## src/rtl/addr_tr_pkg.sv

```systemverilog
// Shared types and helpers for the forward and reverse segment address translators.
package addr_tr_pkg;

   localparam int unsigned ADDR_BITCOUNT   = 64;
   localparam int unsigned NUM_SEGS        = 4;
   localparam int unsigned SEG_OFFSET_BITS = 30;

   typedef logic [1:0]                 seg_idx_t;
   typedef logic [ADDR_BITCOUNT-1:0]   addr_t;
   typedef logic [SEG_OFFSET_BITS-1:0] offset_t;

   // Virtual address layout: zeros above, segment index, then the in-segment offset.
   function automatic addr_t make_virt_addr(seg_idx_t seg, offset_t offset);
      return addr_t'({seg, offset});
   endfunction

endpackage

```

## src/rtl/addr_rev_tr_unit_seg_match.sv

```systemverilog
// Per-segment range check: does addr fall in [base, base + segment size)?
module seg_match
   import addr_tr_pkg::*;
(
   input  logic [ADDR_BITCOUNT-1:0]   base,
   input  logic                       valid,
   input  logic [ADDR_BITCOUNT-1:0]   addr,
   output logic                       hit,
   output logic [SEG_OFFSET_BITS-1:0] offset
);

   addr_t diff;

   assign diff   = addr - base;
   // addr >= base guards against a wrapped difference looking small.
   assign hit    = valid & (addr >= base) & (diff[ADDR_BITCOUNT-1:SEG_OFFSET_BITS] == '0);
   assign offset = diff[SEG_OFFSET_BITS-1:0];

endmodule

```

## src/rtl/addr_rev_tr_unit.sv

```systemverilog
// Reverse segment translator: host address -> {seg, offset} virtual address, two-stage valid/ready pipe.
module addr_rev_tr_unit
   import addr_tr_pkg::*;
(
   input  logic                     clk,
   input  logic                     reset,
   input  logic                     cfg_wr_en,
   input  logic [1:0]               cfg_wr_idx,
   input  logic [ADDR_BITCOUNT-1:0] cfg_wr_base,
   input  logic                     cfg_clr,
   output logic [NUM_SEGS-1:0]      seg_valid,
   input  logic                     in_valid,
   output logic                     in_ready,
   input  logic [ADDR_BITCOUNT-1:0] in_host_addr,
   output logic                     out_valid,
   input  logic                     out_ready,
   output logic [ADDR_BITCOUNT-1:0] out_virt_addr,
   output logic                     out_hit,
   output logic [1:0]               out_seg
);

   addr_t               bases [NUM_SEGS];
   logic                s1_valid;
   addr_t               s1_addr;
   logic                s1_adv;
   logic                s2_adv;
   logic [NUM_SEGS-1:0] seg_hit;
   offset_t             seg_off [NUM_SEGS];
   logic                match_hit;
   seg_idx_t            match_seg;
   offset_t             match_off;

   assign s2_adv   = ~out_valid | out_ready;
   assign s1_adv   = s1_valid & s2_adv;
   assign in_ready = ~s1_valid | s1_adv;

   // Clear lands before the write so a same-cycle write survives.
   always_ff @(posedge clk or posedge reset) begin
      if (reset) begin
         seg_valid <= '0;
         for (int i = 0; i < int'(NUM_SEGS); i++) bases[i] <= '0;
      end else begin
         if (cfg_clr) seg_valid <= '0;
         if (cfg_wr_en) begin
            bases[cfg_wr_idx]     <= cfg_wr_base;
            seg_valid[cfg_wr_idx] <= 1'b1;
         end
      end
   end

   for (genvar g = 0; g < NUM_SEGS; g++) begin : g_seg
      seg_match u_match (
         .base   (bases[g]),
         .valid  (seg_valid[g]),
         .addr   (s1_addr),
         .hit    (seg_hit[g]),
         .offset (seg_off[g])
      );
   end

   // Scan high to low so the lowest-index overlapping segment wins.
   always_comb begin
      match_hit = 1'b0;
      match_seg = '0;
      match_off = '0;
      for (int i = int'(NUM_SEGS) - 1; i >= 0; i--) begin
         if (seg_hit[i]) begin
            match_hit = 1'b1;
            match_seg = seg_idx_t'(i);
            match_off = seg_off[i];
         end
      end
   end

   always_ff @(posedge clk or posedge reset) begin
      if (reset) begin
         s1_valid <= 1'b0;
         s1_addr  <= '0;
      end else if (in_ready) begin
         s1_valid <= in_valid;
         if (in_valid) s1_addr <= in_host_addr;
      end
   end

   always_ff @(posedge clk or posedge reset) begin
      if (reset) begin
         out_valid     <= 1'b0;
         out_hit       <= 1'b0;
         out_seg       <= '0;
         out_virt_addr <= '0;
      end else if (s2_adv) begin
         out_valid <= s1_valid;
         if (s1_valid) begin
            out_hit       <= match_hit;
            out_seg       <= match_seg;
            out_virt_addr <= match_hit ? make_virt_addr(match_seg, match_off) : '0;
         end
      end
   end

endmodule

```

## config.mk

```make
export PLATFORM = sky130hd
export DESIGN_NAME = addr_rev_tr_unit
export DESIGN_NICKNAME = d
export VERILOG_FILES = /design/src/rtl/addr_tr_pkg.sv /design/src/rtl/addr_rev_tr_unit_seg_match.sv /design/src/rtl/addr_rev_tr_unit.sv
export SDC_FILE = /design/constraint.sdc
export NUM_CORES = 1
export LEC_CHECK = 0
export ABC_CLOCK_PERIOD_IN_PS = 30800
export CAP_MARGIN = 0
export CELL_PAD_IN_SITES_DETAIL_PLACEMENT = 1
export CELL_PAD_IN_SITES_GLOBAL_PLACEMENT = 2
export CORE_ASPECT_RATIO = 1.2
export CORE_MARGIN = 4
export CORE_UTILIZATION = 40
export DETAILED_ROUTE_END_ITERATION = 7
export GPL_TIMING_DRIVEN = 0
export PLACE_DENSITY = 0.85
export SKIP_LAST_GASP = 1
export SLEW_MARGIN = 20
export SYNTH_ARGS = -nofsm -noshare
export SYNTH_HDL_FRONTEND = slang
export SYNTH_SLANG_ARGS = --single-unit
```

## constraint.sdc

```tcl
create_clock -name clk -period 30.8 [get_ports clk]
set_clock_uncertainty 0.05 [all_clocks]
set_input_delay 7.7 -clock clk [delete_from_list [all_inputs] [get_ports clk]]
set_output_delay 7.7 -clock clk [all_outputs]
set_load 0.02 [all_outputs]
```

; Word-level counts from Yosys, hierarchy flattened
; Cells that the tools add are included.
[word_totals]
reg_bits = 393
wordCells = 66
[classes]
n_addsub = 4
order_cmp = 8
mux = 20
bitwise_logic = 15
reduce_logical = 8
[op_table]
columns = op, count
row1 = $bwmux 256, 1
row2 = $ge 64x64->1, 4
row3 = $sub 64x64->64, 4
row4 = $logic_not 34->1, 4
row5 = $demux 64 s2, 1
row6 = $mux 30, 4
row7 = $mux 64, 1
row8 = $mux 32, 1
row9 = $and 1x1->1, 9
row10 = $mux 2, 4
row11 = $mux 4, 2
row12 = $mux 1, 5
row13 = $or 4x4->4, 1
row14 = $reduce_and 2->1, 2
row15 = $ge 3x3->1 const B, 1
row16 = $lt 2x3->1 const B, 1
row17 = $lt 3x1->1 const B, 1
row18 = $not 2->3, 1
row19 = $demux 1 s2, 1
row20 = $ge 2x1->1 const B, 1
row21 = $logic_and 1x1->1, 2
row22 = $not 1->1, 2
row23 = $or 1x1->1, 2

; Longest topological paths before layout
[logic_depth]
ltp_word = 8
ltp_mapped = 20
ltp_nobuf = 17

; Hierarchy
; A second synthesis with hierarchy kept.
[unflattened]
hier_cells = 3882
hier_area_um2 = 32910.3
[modules_own_cells]
columns = module, instances, cells_per_inst, area_each_um2
row1 = addr_rev_tr_unit, 1, 929, 14445.1
row2 = seg_match (g_seg[2].u_match ...), 2, 747, 4609.4
row3 = seg_match (g_seg[1].u_match), 1, 742, 4677.0
row4 = seg_match (g_seg[0].u_match), 1, 717, 4569.4

; Least setup slack after synthesis
; Ideal clock, no wire load.
[synth_path]
kind = in2out
start = in out_ready
end = out in_ready
arrival_time_ps = 7983
required_ps = 23050
setup_slack_ps = 15067
cell_stages = 1
cell_sequence = nand3b_1
[synth_via]
elab_chain_cells = 3
[synth_rtl]
columns = element, line_no
row1 = from (decl), addr_rev_tr_unit.sv:16  ; input logic out_ready,
row2 = $or 1x1->1, addr_rev_tr_unit.sv:33  ; assign s2_adv = ~out_valid | out_ready;
row3 = $and 1x1->1, addr_rev_tr_unit.sv:34  ; assign s1_adv = s1_valid & s2_adv;
row4 = $or 1x1->1, addr_rev_tr_unit.sv:35  ; assign in_ready = ~s1_valid | s1_adv;
row5 = to (decl), addr_rev_tr_unit.sv:13  ; output logic in_ready,
; Every way passes these cells.

; Worst setup path in the final report
; Same ends and word-level chain as after synthesis.

==> impl_metrics.csv <==
group,metric,value,unit
run_status,run_status,"finished clean",
floorplanning,dieHeight,323,um
floorplanning,rows,115,
setup_path,worst_r2r_startpoint,"s1_addr[0]",
setup_path,setup.worst_path.start_class,"input pin",
placed_design,place.detailed.hpwl,130000,um
final_layout,synthToLayoutAreaGrowth,14.6,%
global_routing,gr-usage-all-layers,0.343,
placed_design,detailed_place.area,36400,um2
setup_path,critPathKind,"in2out",
timing,max-slew-margin-rel,0.180,
drt,avgRoutedWirePerCell,28.3,um
logic_synthesis,ys_ff_latch,361,
power_and_ir_drop,peakVddDrop,43.6,uV
logic_synthesis,synth_area,33000,um2
placed_design,place.port_buffers,176,
drt,drt_drc_violations_left,0,
floorplanning,die_span_in_x,270,um
placed_design,placed_cells,5379,
min_path,worstHoldEndpoint,"out_seg[1]",
cts,tritoncts,"yes",
logic_synthesis,yosys.cell_types.count,89,
floorplanning,num_io_pins,209,
logic_synthesis,syn_avg_cell_area,8.03,um2
timing,hold_ws,425,ps
power_and_ir_drop,cellLeakagePower,16.0,nW
logic_synthesis,synth-warning-count,0,
cts,cts_setup_buffers,0,
timing,finalWorstPathRequiredPeriod,16730,ps
logic_synthesis,post_synth_xor_xnor_area,0.0451,
placed_design,routabilityCongestion,0.981,
cts,cts.sink_count,361,
setup_path,critical_path.reg2reg.endpoint,"out_virt_addr[14]",
power_and_ir_drop,powerDensity,74.3,nW/um2
final_layout,final_design_area_no_fill,37900,um2
timing,worst_pin_slew,1220,ps
cts,largest_buffer_count_on_any_clock_path,3,
drt,vias_per_cell,6.16,
logic_synthesis,synth_seq_area_share,0.273,
global_routing,grt_pass1_wl,226000,um
floorplanning,floorplan.initialDensity,0.403,
min_path,worst_hold_path.num_cells,1,
final_layout,layout.nets,4769,
logic_synthesis,synth_top_cell_by_area,"sky130_fd_sc_hd__dfrtp_1",
timing,worst_setup_slack_after_layout,14080,ps
timing,final-setup-viol-count,0,
drt,drt-total-wl,154000,um
setup_path,crit_arrival,8980,ps
final_layout,layout_common_cells,"sky130_fd_sc_hd__a21oi_1 (451), sky130_fd_sc_hd__nand2_1 (430), sky130_fd_sc_hd__dfrtp_1 (361)",
min_path,timing.hold.worst.class,"reg2reg",
drt,num_vias,33600,
logic_synthesis,netlist_instances,4115,
drt,ant_nets,0,
logic_synthesis,synth.top_cells.by_area,"sky130_fd_sc_hd__dfrtp_1 (27%), sky130_fd_sc_hd__ha_1 (9.7%), sky130_fd_sc_hd__mux2_2 (8.9%)",
timing,final.setup.tns,0,ps
logic_synthesis,synth_compound_area_frac,0.247,
drt,drt_iter0_drc,2466,
global_routing,grt_pass1_vias,34100,
timing,slew_violations,0,
final_layout,commonest_non_fill_non_tap_cell_in_the_layout,"sky130_fd_sc_hd__a21oi_1",
logic_synthesis,synth-edff-count,0,
setup_path,cp-end-kind,"primary output",
logic_synthesis,synth_largest_type_area_fraction,0.273,
setup_path,worst-r2r-setup-slack,23070,ps
cts,worst_skew_pair.late_latency,620,ps
job,timing.max_cap.violations,0,
final_layout,post_route_cells_drive_above_1_share,0.103,
cts,cts_stage_hold_buffer_count,0,
cts,clk_root_buffer_cell,"sky130_fd_sc_hd__clkbuf_16",
final_layout,filler_cell_count,9991,
cts,htreeDepth,2,
final_layout,utilization,0.462,
cts,clk_pin_slew_worst_paths,60,ps
placed_design,place_worst_setup_slack,14090,ps
setup_path,reg2reg_depth,19,
logic_synthesis,synth_area_in_simple_gates,0.172,
timing,final_min_period_over_clock_period,0.543,
timing,grt_setup_unrepaired,"no",
drt,drt_pre_antenna_iters,6,
global_routing,gr-total-overflow,0,
final_layout,finish.cell_count_without_fillers,5460,
floorplanning,floorplan.core_area,82000,um2
floorplanning,dieArea,87300,um2
setup_path,path_max_fanout,3,
logic_synthesis,most_frequently_used_flop_master_after_synthesis,"sky130_fd_sc_hd__dfrtp_1",
power_and_ir_drop,totalPowerFinal,2.82,mW
cts,number_of_buffers_created_by_cts,45,
timing,timing.final.hold_violations,0,
timing,max_clock_freq,0.0598,GHz
setup_path,crit_required,23050,ps
min_path,min-delay-start,"out_seg[1]",
global_routing,grt_start_max_net_pins,103,
logic_synthesis,synthArstFlopShare,1.00,
logic_synthesis,main_combinational_cell_family_by_area_after_synthesis,"compound AO/OA/AOI/OAI gates",
global_routing,initial_antenna_violation_count,6,
cts,postCtsResizedCells,0,
logic_synthesis,multiplexer_share_of_the_synthesized_area,0.0944,
logic_synthesis,synth_adder_area_share,0.0993,
==> how the worst max path moves through the flow <==
stage	from	to	slack (ps)	cells past startpoint
finish	out_ready	in_ready	14080	3
CTS	out_ready	in_ready	14080	3
global route	out_ready	in_ready	14050	3
floorplan	reset	bases[0]	13030	1
detailed placement	out_ready	in_ready	14090	3
global placement	reset	bases[73]	7980	2
==> layout make-up <==
class,count,area (um2),share of cell area
buffer,231,1070,0.0282
antenna,2,5.00,0.000132
clock inverter,22,268,0.00707
multi-input combinational,3233,21900,0.578
inverter,321,1210,0.0320
tap,1053,1320,0.0348
sequential,361,9030,0.239
timing repair buffer,180,1870,0.0494
clock buffer,57,1210,0.0320
==> kinds of logic (layout without fill, tap and decap cells) <==
logic type               after synthesis  count (layout)
buffers and inverters                552             811
XOR/XNOR                             170             170
AO/OA/AOI/OAI                       1302            1302
flip-flops                           361             361
AND/OR/NAND/NOR                     1190            1190
other                                  1              34
multiplexers                         279             279
adder cells (fa/ha/maj)              260             260
==> worst max-delay path, stage by stage <==
cell	delay [ps]
sky130_fd_sc_hd__clkdlybuf4s50_1	490
sky130_fd_sc_hd__nand3b_1	160
sky130_fd_sc_hd__clkdlybuf4s50_1	620
==> synth_stat cells (63+ instances only) <==
cell / count
sky130_fd_sc_hd__a21o_1: 63
sky130_fd_sc_hd__a21oi_1: 451
sky130_fd_sc_hd__clkbuf_1: 161
sky130_fd_sc_hd__dfrtp_1: 361
sky130_fd_sc_hd__ha_1: 256
sky130_fd_sc_hd__inv_1: 321
sky130_fd_sc_hd__mux2_2: 262
sky130_fd_sc_hd__nand2_1: 430
sky130_fd_sc_hd__nand3_1: 80
sky130_fd_sc_hd__nand4_1: 127
sky130_fd_sc_hd__nor2_1: 259
sky130_fd_sc_hd__nor3_1: 66
sky130_fd_sc_hd__o21ai_0: 310
sky130_fd_sc_hd__xnor2_1: 79
sky130_fd_sc_hd__xor2_1: 91
==> state kept, by name, summed over array words and instances, names as in the netlist <==
name           count
bases            256
s1_addr           64
out_virt_addr     32
seg_valid          4
out_seg            2
out_hit            1
out_valid          1
s1_valid           1
==> power by group <==
group	internal (mW)	switching, mW
clock network	0.315	0.237
logic	0.542	1.09
registers	0.549	0.0816
total	1.41	1.41
==> metal layers <==
metal	vias up	GRT usage	wire length [um]
li1	15500	-	-
met1	16700	0.413	61800
met2	1133	0.589	73200
met3	342	0.0356	7250
met4	0	0.220	12200
met5	-	0	0
(Power assumes the default switching activity.)
